$ cat src/rtl/wb_thread_ctrl.sv
// rtl/wb_thread_ctrl.sv - write-back stage with per-thread sleep/wake/kill control
//
// Purpose: formats and issues the register-file write for the instruction in
// WB, and runs the per-thread IDLE/RUN/SLEEP state machines that drive the
// fetch scheduler's run mask.
//
// Ports:
//   clk, rst_n            clock, asynchronous active-low reset
//   valid_wb, tid_wb      WB occupancy and issuing thread
//   trd_ctrl_wb           thread op (00 none, 01 sleep, 10 wake, 11 kill)
//   target_tid_wb         wake target
//   wb_sel_wb             1 = load data, 0 = execute data
//   exe_data_wb           execute result
//   d_rd_data             raw data-memory word
//   ld_size_wb            00 byte, 01 half, 1x word
//   ld_uns_wb             zero-extend load
//   byte_off_wb           load address bits [1:0]
//   rd_wr_en_wb           instruction writes rd
//   rd_addr_wb            destination register
//   rf_wr_en/tid/addr     register-file write port
//   wb_data_wb            formatted write data
//   run_mask, sleep_mask  per-thread RUN / SLEEP flags (registered)
//   all_dead              every thread IDLE (sticky until reset)
//   sleep, wake, kill     one-hot pulses for an accepted thread op
module wb_thread_ctrl #(
  parameter int NUM_THREAD = 4,
  parameter int TID_W      = $clog2(NUM_THREAD),
  parameter int XLEN       = 32
) (
  input  logic                  clk,
  input  logic                  rst_n,
  input  logic                  valid_wb,
  input  logic [TID_W-1:0]      tid_wb,
  input  logic [1:0]            trd_ctrl_wb,
  input  logic [TID_W-1:0]      target_tid_wb,
  input  logic                  wb_sel_wb,
  input  logic [XLEN-1:0]       exe_data_wb,
  input  logic [XLEN-1:0]       d_rd_data,
  input  logic [1:0]            ld_size_wb,
  input  logic                  ld_uns_wb,
  input  logic [1:0]            byte_off_wb,
  input  logic                  rd_wr_en_wb,
  input  logic [4:0]            rd_addr_wb,
  output logic                  rf_wr_en,
  output logic [TID_W-1:0]      rf_wr_tid,
  output logic [4:0]            rf_wr_addr,
  output logic [XLEN-1:0]       wb_data_wb,
  output logic [NUM_THREAD-1:0] run_mask,
  output logic [NUM_THREAD-1:0] sleep_mask,
  output logic                  all_dead,
  output logic                  sleep,
  output logic                  wake,
  output logic                  kill
);

  typedef enum logic [1:0] {
    ST_IDLE  = 2'd0,
    ST_RUN   = 2'd1,
    ST_SLEEP = 2'd2
  } thr_state_e;

  thr_state_e            r_state     [NUM_THREAD];
  thr_state_e            w_state_nxt [NUM_THREAD];
  logic [NUM_THREAD-1:0] r_pw;
  logic [NUM_THREAD-1:0] w_pw_nxt;
  logic                  r_all_dead;
  logic                  w_all_dead_nxt;
  logic                  w_none_alive;

  logic                  w_tid_ok;
  logic                  w_tgt_ok;
  logic                  w_acc;
  logic [7:0]            w_byte;
  logic [15:0]           w_half;
  logic [XLEN-1:0]       w_ld_data;

  // Guards keep out-of-range IDs harmless when NUM_THREAD is not a power of 2.
  assign w_tid_ok = (int'(tid_wb) < NUM_THREAD);
  assign w_tgt_ok = (int'(target_tid_wb) < NUM_THREAD);
  assign w_acc    = valid_wb && w_tid_ok && (r_state[tid_wb] == ST_RUN);

  assign sleep = w_acc && (trd_ctrl_wb == 2'b01);
  assign wake  = w_acc && (trd_ctrl_wb == 2'b10);
  assign kill  = w_acc && (trd_ctrl_wb == 2'b11);

  assign rf_wr_en   = w_acc && rd_wr_en_wb && (rd_addr_wb != 5'd0);
  assign rf_wr_tid  = tid_wb;
  assign rf_wr_addr = rd_addr_wb;

  always_comb begin
    w_byte = 8'h00;
    case (byte_off_wb)
      2'd0:    w_byte = d_rd_data[7:0];
      2'd1:    w_byte = d_rd_data[15:8];
      2'd2:    w_byte = d_rd_data[23:16];
      default: w_byte = d_rd_data[31:24];
    endcase
    // Halfword select uses only the upper offset bit; misaligned halves are not split.
    w_half = byte_off_wb[1] ? d_rd_data[31:16] : d_rd_data[15:0];
    case (ld_size_wb)
      2'b00:   w_ld_data = {{(XLEN-8){~ld_uns_wb & w_byte[7]}}, w_byte};
      2'b01:   w_ld_data = {{(XLEN-16){~ld_uns_wb & w_half[15]}}, w_half};
      default: w_ld_data = d_rd_data;
    endcase
  end

  assign wb_data_wb = wb_sel_wb ? w_ld_data : exe_data_wb;

  always_comb begin
    for (int t = 0; t < NUM_THREAD; t++) begin
      w_state_nxt[t] = r_state[t];
    end
    w_pw_nxt = r_pw;
    if (w_acc) begin
      case (trd_ctrl_wb)
        2'b01: begin
          // A wake that arrived while running is consumed here instead of sleeping.
          if (r_pw[tid_wb]) w_pw_nxt[tid_wb] = 1'b0;
          else              w_state_nxt[tid_wb] = ST_SLEEP;
        end
        2'b10: begin
          if (w_tgt_ok) begin
            case (r_state[target_tid_wb])
              ST_SLEEP: w_state_nxt[target_tid_wb] = ST_RUN;
              ST_IDLE: begin
                w_state_nxt[target_tid_wb] = ST_RUN;
                w_pw_nxt[target_tid_wb]    = 1'b0;
              end
              ST_RUN:   w_pw_nxt[target_tid_wb] = 1'b1;
              default:  ;
            endcase
          end
        end
        2'b11: begin
          w_state_nxt[tid_wb] = ST_IDLE;
          w_pw_nxt[tid_wb]    = 1'b0;
        end
        default: ;
      endcase
    end
    w_none_alive = 1'b1;
    for (int t = 0; t < NUM_THREAD; t++) begin
      if (w_state_nxt[t] != ST_IDLE) w_none_alive = 1'b0;
    end
    w_all_dead_nxt = r_all_dead | (kill & w_none_alive);
  end

  always_ff @(posedge clk or negedge rst_n) begin
    if (!rst_n) begin
      for (int t = 0; t < NUM_THREAD; t++) begin
        r_state[t] <= (t == 0) ? ST_RUN : ST_IDLE;
      end
      r_pw       <= '0;
      r_all_dead <= 1'b0;
    end else begin
      for (int t = 0; t < NUM_THREAD; t++) begin
        r_state[t] <= w_state_nxt[t];
      end
      r_pw       <= w_pw_nxt;
      r_all_dead <= w_all_dead_nxt;
    end
  end

  always_comb begin
    for (int t = 0; t < NUM_THREAD; t++) begin
      run_mask[t]   = (r_state[t] == ST_RUN);
      sleep_mask[t] = (r_state[t] == ST_SLEEP);
    end
  end

  assign all_dead = r_all_dead;

endmodule

$ cat config.mk
export PLATFORM = sky130hd
export DESIGN_NAME = wb_thread_ctrl
export DESIGN_NICKNAME = d
export VERILOG_FILES = /design/src/rtl/wb_thread_ctrl.sv
export SDC_FILE = /design/constraint.sdc
export NUM_CORES = 1
export LEC_CHECK = 0
export BUFFER_PORTS_ARGS = -buffer_cell sky130_fd_sc_hd__buf_2
export CORE_UTILIZATION = 43
export DETAILED_ROUTE_END_ITERATION = 10
export GPL_ROUTABILITY_DRIVEN = 0
export HOLD_SLACK_MARGIN = 0.06
export PLACE_DENSITY = 0.78
export SYNTH_ARGS = -nofsm -noshare
export SYNTH_HDL_FRONTEND = slang
export SYNTH_SLANG_ARGS = --single-unit
export TNS_END_PERCENT = 10
$ cat constraint.sdc
create_clock -name clk -period 2.8 [get_ports clk]
set_input_delay 0.56 -clock clk [delete_from_list [all_inputs] [get_ports clk]]
set_output_delay 0.56 -clock clk [all_outputs]
set_load 0.02 [all_outputs]
==> results.cfg, run 1 <==
[status]
outcome = finished clean

[grt]
grt_usage_pct = 28.1
antenna_found_initial = 0
globalRouteOverflowTotal = 0
grt_pass1_wl_mm = 11.6
grt_pass1_vias = 2525
grt_max_degree = 30

[timing]
fmax_mhz = 385
layout_min_cycle_time_ns = 2.60
rsz0062_at_grt = no
worstMarginPinSlew_ns = 0.488
tns_ns = 0
hold_viol_final = 0
setup_viol_count_final = 0
final-max-slew-violation-count = 0
fin_worst_skew_ns = 0.00584
max_slew_margin_pct = 67.5
worst_slack_ns = 0.200
period_share_pct = 92.9

[route]
postRouteWirelength_mm = 7.27
drc = 0
avgRoutedWirePerCell_um = 14.5
routed-wl-met2_mm = 3.53
drtIter0Drc = 432
vias_per_cell = 5.54
num_vias = 2779
antenna_left = 0
wl_met1_mm = 2.97
wl_met3_um = 599
top_layer = met4
first_pass_iters = 5

[clock_network]
cts.sink_count = 13
cts_resized = 0
clk_pin_slew_worst_paths_ns = 0.06
htreeDepth = 1
cts_max_path_buffers = 2
clock_latency_ns = 0.25
postCtsSetupRepairBufs = 0
cts_root_buffer = clkbuf_8
cts_buffers = 3
ctsHoldBuffers = 0
cts_tree = yes

[cells_and_area]
final_util_pct = 59.7
area_growth_pct = 33.1
drive_gt1_share_pct = 37.7
insertedDiodeCount = 0
nets = 521

[power]
p_per_area_nw_per_um2 = 261
p_leak_nw = 1.45
ir_worst_vdd_mv = 0.153

[place]
dp.final_hpwl_mm = 5.79
io_buffers = 136
dp_slack_ns = 0.228

[yosys]
ys_seq_area_share_pct = 15.4
ys_seq_elements = 13
synth_compound_area_share_pct = 32.9
yosys_warnings = 0
synth_nets = 402
synthSimpleGateAreaFrac_pct = 28.7
netlist_area_sq_um = 2120
syn_inst = 317
synth_top_family_by_area = compound AO/OA/AOI/OAI gates
synth_cell_type_count = 58
synthAdderAreaFrac_pct = 0
synth_edf_count = 0
postSynthAreaPerCell_sq_um = 6.68
synth_xor_area_share_pct = 0
synthFlopType = dfrtp_1
synthArstFlopShare_pct = 100
synthMuxAreaShare_pct = 10.8

[run]
maxCapViolCount = 0

[worst_setup_path]
cp-start-kind = input port
worstSetupPathType = in2out
slowest_stage = buf_4
slowest_delay_ns = 0.28
worstPathArrival_ns = 2.04
crit_family = buffers and inverters
crit_fanout = 25
cp_cell_sequence = buf_2, buf_4, mux2i_1, nor3b_1, nor2_1, o21a_1, buf_4, a21oi_1, buf_2
crit_path_end_kind = output port
crit_buf_inv = 4
r2r_slack_ns = 0.61
critPathRequiredTime_ns = 2.24

[floorplanning]
die_y_um = 72.2
die_w_um = 72.2
pin_count = 137
coreArea_sq_um = 4720
rows = 25
initial_utilization_pct = 44.8
dieArea_sq_um = 5210

[min_path]
min_path_type = in2async
## cell families (layout without fill, tap and decap cells)
logic type,Yosys count,count (layout)
buffers and inverters,54,172
AOI/OAI and AO/OA,105,105
and+or+nand+nor,129,129
DFF,13,13
muxes,16,16
## Yosys cell counts, types with 2 or more instances
master     instances  area share (%)
a21oi_1           36             8.5
a221oi_1           2            0.83
a22oi_1            6             2.1
a2bb2oi_1          3             1.2
a31oi_1            6             1.8
buf_1              3            0.53
buf_2              3            0.71
buf_4              8             2.8
clkbuf_1          12             2.1
clkbuf_2           2            0.47
clkbuf_8           2             1.3
dfrtp_1           12              14
inv_1             22             3.9
mux2i_1           10             4.7
mux4_2             4             4.3
nand2_1           33             5.9
nand2b_1           9             2.7
nand3_1            6             1.4
nand3b_1           3             1.1
nor2_1            55             9.8
nor2b_1            7             2.1
nor3_1             2            0.47
o21a_1             7             2.5
o21ai_0           20             4.7
o221ai_1           7             2.9
o22ai_1            3            0.89
o31ai_1            2            0.71
o41ai_2            2             1.5
## worst register-to-register path: stages (launching register included)
cell	delay [ns]
dfstp_2	0.61
nand2b_4	0.08
mux4_2	0.53
a2111oi_2	0.36
a2bb2o_4	0.25
o41ai_2	0.27
## stage by stage
stage               area [sq um]  total power, mW  hold WS [ns]  std cells
floorplan                   2120            0.422         0.264        317
global route                2820            0.783         0.207        502
CTS                         2820            0.737         0.204        502
detailed placement          2770            0.563         0.456        498
finish                      2820            0.737         0.188        502
global placement            2770            0.559         0.445        498
## report_power, final
group | switching, mW | total, mW | internal (mW)
combinational | 0.227 | 0.374 | 0.147
sequential | 0.00109 | 0.190 | 0.189
clock | 0.0721 | 0.173 | 0.101
## metal layers
| metal | up-vias | global-route usage [%] |
|---|---|---|
| li1 | 1358 | - |
| met5 | - | 0 |
| met3 | 19 | 2.78 |
| met4 | 0 | 9.80 |
| met1 | 1232 | 36.7 |
| met2 | 170 | 48.5 |
## layout make-up
class                   instances  area (sq um)
clock buffers                   4          45.0
inverters                      24          90.1
well taps                      67          83.8
repair buffers                144           741
flip-flops and latches         13           327
multi-input cells             250          1530
fillers                       446          1910
## worst paths after layout
kind                           startpoint              to  cells past startpoint
max                        byte_off_wb[1]  wb_data_wb[21]                      9
min                                 rst_n      r_state[2]                      1
min in group clk                 all_dead        all_dead                      2
max reg2reg                    r_state[6]        all_dead                      5
max in group asynchronous           rst_n      r_state[6]                      1
min reg2reg                      all_dead        all_dead                      2
## placed cells by master (no fill, tap or decap), types with 2 or more instances in the layout
cell and n:
inv_1 22, mux4_2 4, a21oi_1 36, nand3b_1 3
a31oi_1 6, o41ai_2 2, o22ai_1 3, nand2b_1 9
nor3_1 2, nor2b_1 7, mux2i_1 10, o221ai_1 7
o21ai_0 20, a2bb2oi_1 3, o21a_1 7, clkbuf_8 3
a22oi_1 6, buf_2 136, a221oi_1 2, nor2_1 55
dfrtp_1 12, buf_4 8, nand3_1 6, nand2_1 33
o31ai_1 2
No activity file was read; power rests on OpenSTA's default activity.
==> run 2, diff against run 1 <==
- RECOVER_POWER: not set -> 50
==> results.cfg, run 2 (synthesized netlist as in run 1, its figures left out) <==
[clock_network]
cts.sink_count = 13
cts_buffers = 3
cts_max_path_buffers = 2
cts_root_buffer = clkbuf_8
ctsHoldBuffers = 0
postCtsSetupRepairBufs = 0
htreeDepth = 1
cts_resized = 0
clock_latency_ns = 0.25
cts_tree = yes
clk_pin_slew_worst_paths_ns = 0.06

[route]
num_vias = 2801
vias_per_cell = 5.58
drc = 0
antenna_left = 0
first_pass_iters = 6
drtIter0Drc = 388
avgRoutedWirePerCell_um = 14.4
postRouteWirelength_mm = 7.25

[power]
power_mw = 0.733
ir_worst_vdd_mv = 0.151
comb_power_share_pct = 50.6
p_per_area_nw_per_um2 = 264
p_leak_nw = 1.39
p_int_mw = 0.435
p_sw_mw = 0.298
sequentialPowerShare_pct = 25.9
clockPowerShare_pct = 23.5
swShare_pct = 40.7

[status]
outcome = finished clean

[cells_and_area]
seq_area_sq_um = 327
fin_cells = 502
multi_input_area_sq_um = 1510
area_growth_pct = 31.1
final_area_sq_um = 2780
layout_common_cells = 122 x buf_2, 55 x nor2_1, 36 x a21oi_1, 33 x nand2_1, 22 x inv_1
final_common_cell = buf_2
insertedDiodeCount = 0
final_util_pct = 58.8
drive_gt1_share_pct = 33.6
nets = 521
fill_cells = 457

[timing]
period_share_pct = 93.1
setup_viol_count_final = 0
worstMarginPinSlew_ns = 0.809
hold_ws_ns = 0.333
hold_viol_final = 0
max_slew_margin_pct = 44.7
tns_ns = 0
layout_min_cycle_time_ns = 2.61
worst_slack_ns = 0.193
final-max-slew-violation-count = 0
fin_worst_skew_ns = 0.00609
rsz0062_at_grt = no
fmax_mhz = 384

[floorplanning]
dieArea_sq_um = 5210
initial_utilization_pct = 44.8
pin_count = 137
die_w_um = 72.2
rows = 25
coreArea_sq_um = 4720
die_y_um = 72.2

[worst_setup_path]
crit_path_end_kind = output port
r2r_start = r_state[6]
worstPathArrival_ns = 2.05
worstRegToRegCells = 5
critPathRequiredTime_ns = 2.24
cp_cell_sequence = nand2b_1, mux4_2, nor2_1, and3_1, buf_2
r2r_slack_ns = 0.30
slowest_stage = dfstp_2
rr_endpoint = all_dead
crit_fanout = 5
worstSetupPathType = reg2out
slowest_delay_ns = 0.59
cp-start-kind = flip-flop

[grt]
grt_max_degree = 30
antenna_found_initial = 0
globalRouteOverflowTotal = 0
grtUsageMet3_pct = 2.78
grt_use_met2_pct = 48.5
grt_pass1_vias = 2525
grt_pass1_wl_mm = 11.6
grt_busiest_layer = met2
use_met1_pct = 36.7
grt_usage_pct = 28.1

[place]
io_buffers = 136
dp.final_hpwl_mm = 5.79
dpl.cell_count = 498
dp_slack_ns = 0.228
dpl-instance-area_sq_um = 2770

[min_path]
min_path_type = in2async

[run]
maxCapViolCount = 0
## run 2: cell count changes in the layout (fill, tap and decap cells not counted)
cell       previous run  this run
buf_2               136       122
a2111oi_0             0         1
o41ai_1               1         2
nand2b_4              1         0
a2111oi_2             1         0
nand2b_1              9        10
o41ai_2               2         1
buf_4                 8         7
clkbuf_1              1        16
## run 2: final cells by class
class                           instances  area share (%)
Clock buffer                            4            1.62
Multi-Input combinational cell        250            54.4
Tap cell                               67            3.02
Sequential cell                        13            11.8
Timing Repair Buffer                  144            25.9
Inverter                               24            3.25
## run 2: worst max-delay path by stage
stage / startpoint / end / slack (ns)
after floorplan: byte_off_wb[1] / wb_data_wb[21] / 0.19
after global placement: byte_off_wb[1] / wb_data_wb[11] / 0.26
after detailed placement: byte_off_wb[1] / wb_data_wb[21] / 0.23
after CTS: byte_off_wb[1] / wb_data_wb[21] / 0.23
after global routing: r_state[6] / sleep / 0.06
final: r_state[6] / sleep / 0.19
## run 2: power by group through the flow
stage	Combinational, mW	Sequential, mW	Clock (mW)
5_1_grt	0.403	0.190	0.188
2_1_floorplan	0.229	0.193	0
6_report	0.371	0.190	0.172
4_1_cts	0.371	0.190	0.176
3_5_place_dp	0.369	0.193	0
3_3_place_gp	0.366	0.193	0
## run 2: worst max-delay path, delay by kind of cell (launching register included)
family	cells	cell delay [ns]
DFF	1	0.59
and+or+nand+nor	3	0.53
muxes	1	0.53
buffers and inverters	1	0.16
## run 2: metal layers
layer	vias up	part of all wire (%)
li1	1359	-
met1	1245	41
met2	174	49
met3	23	8.3
met4	0	2.1
met5	-	0
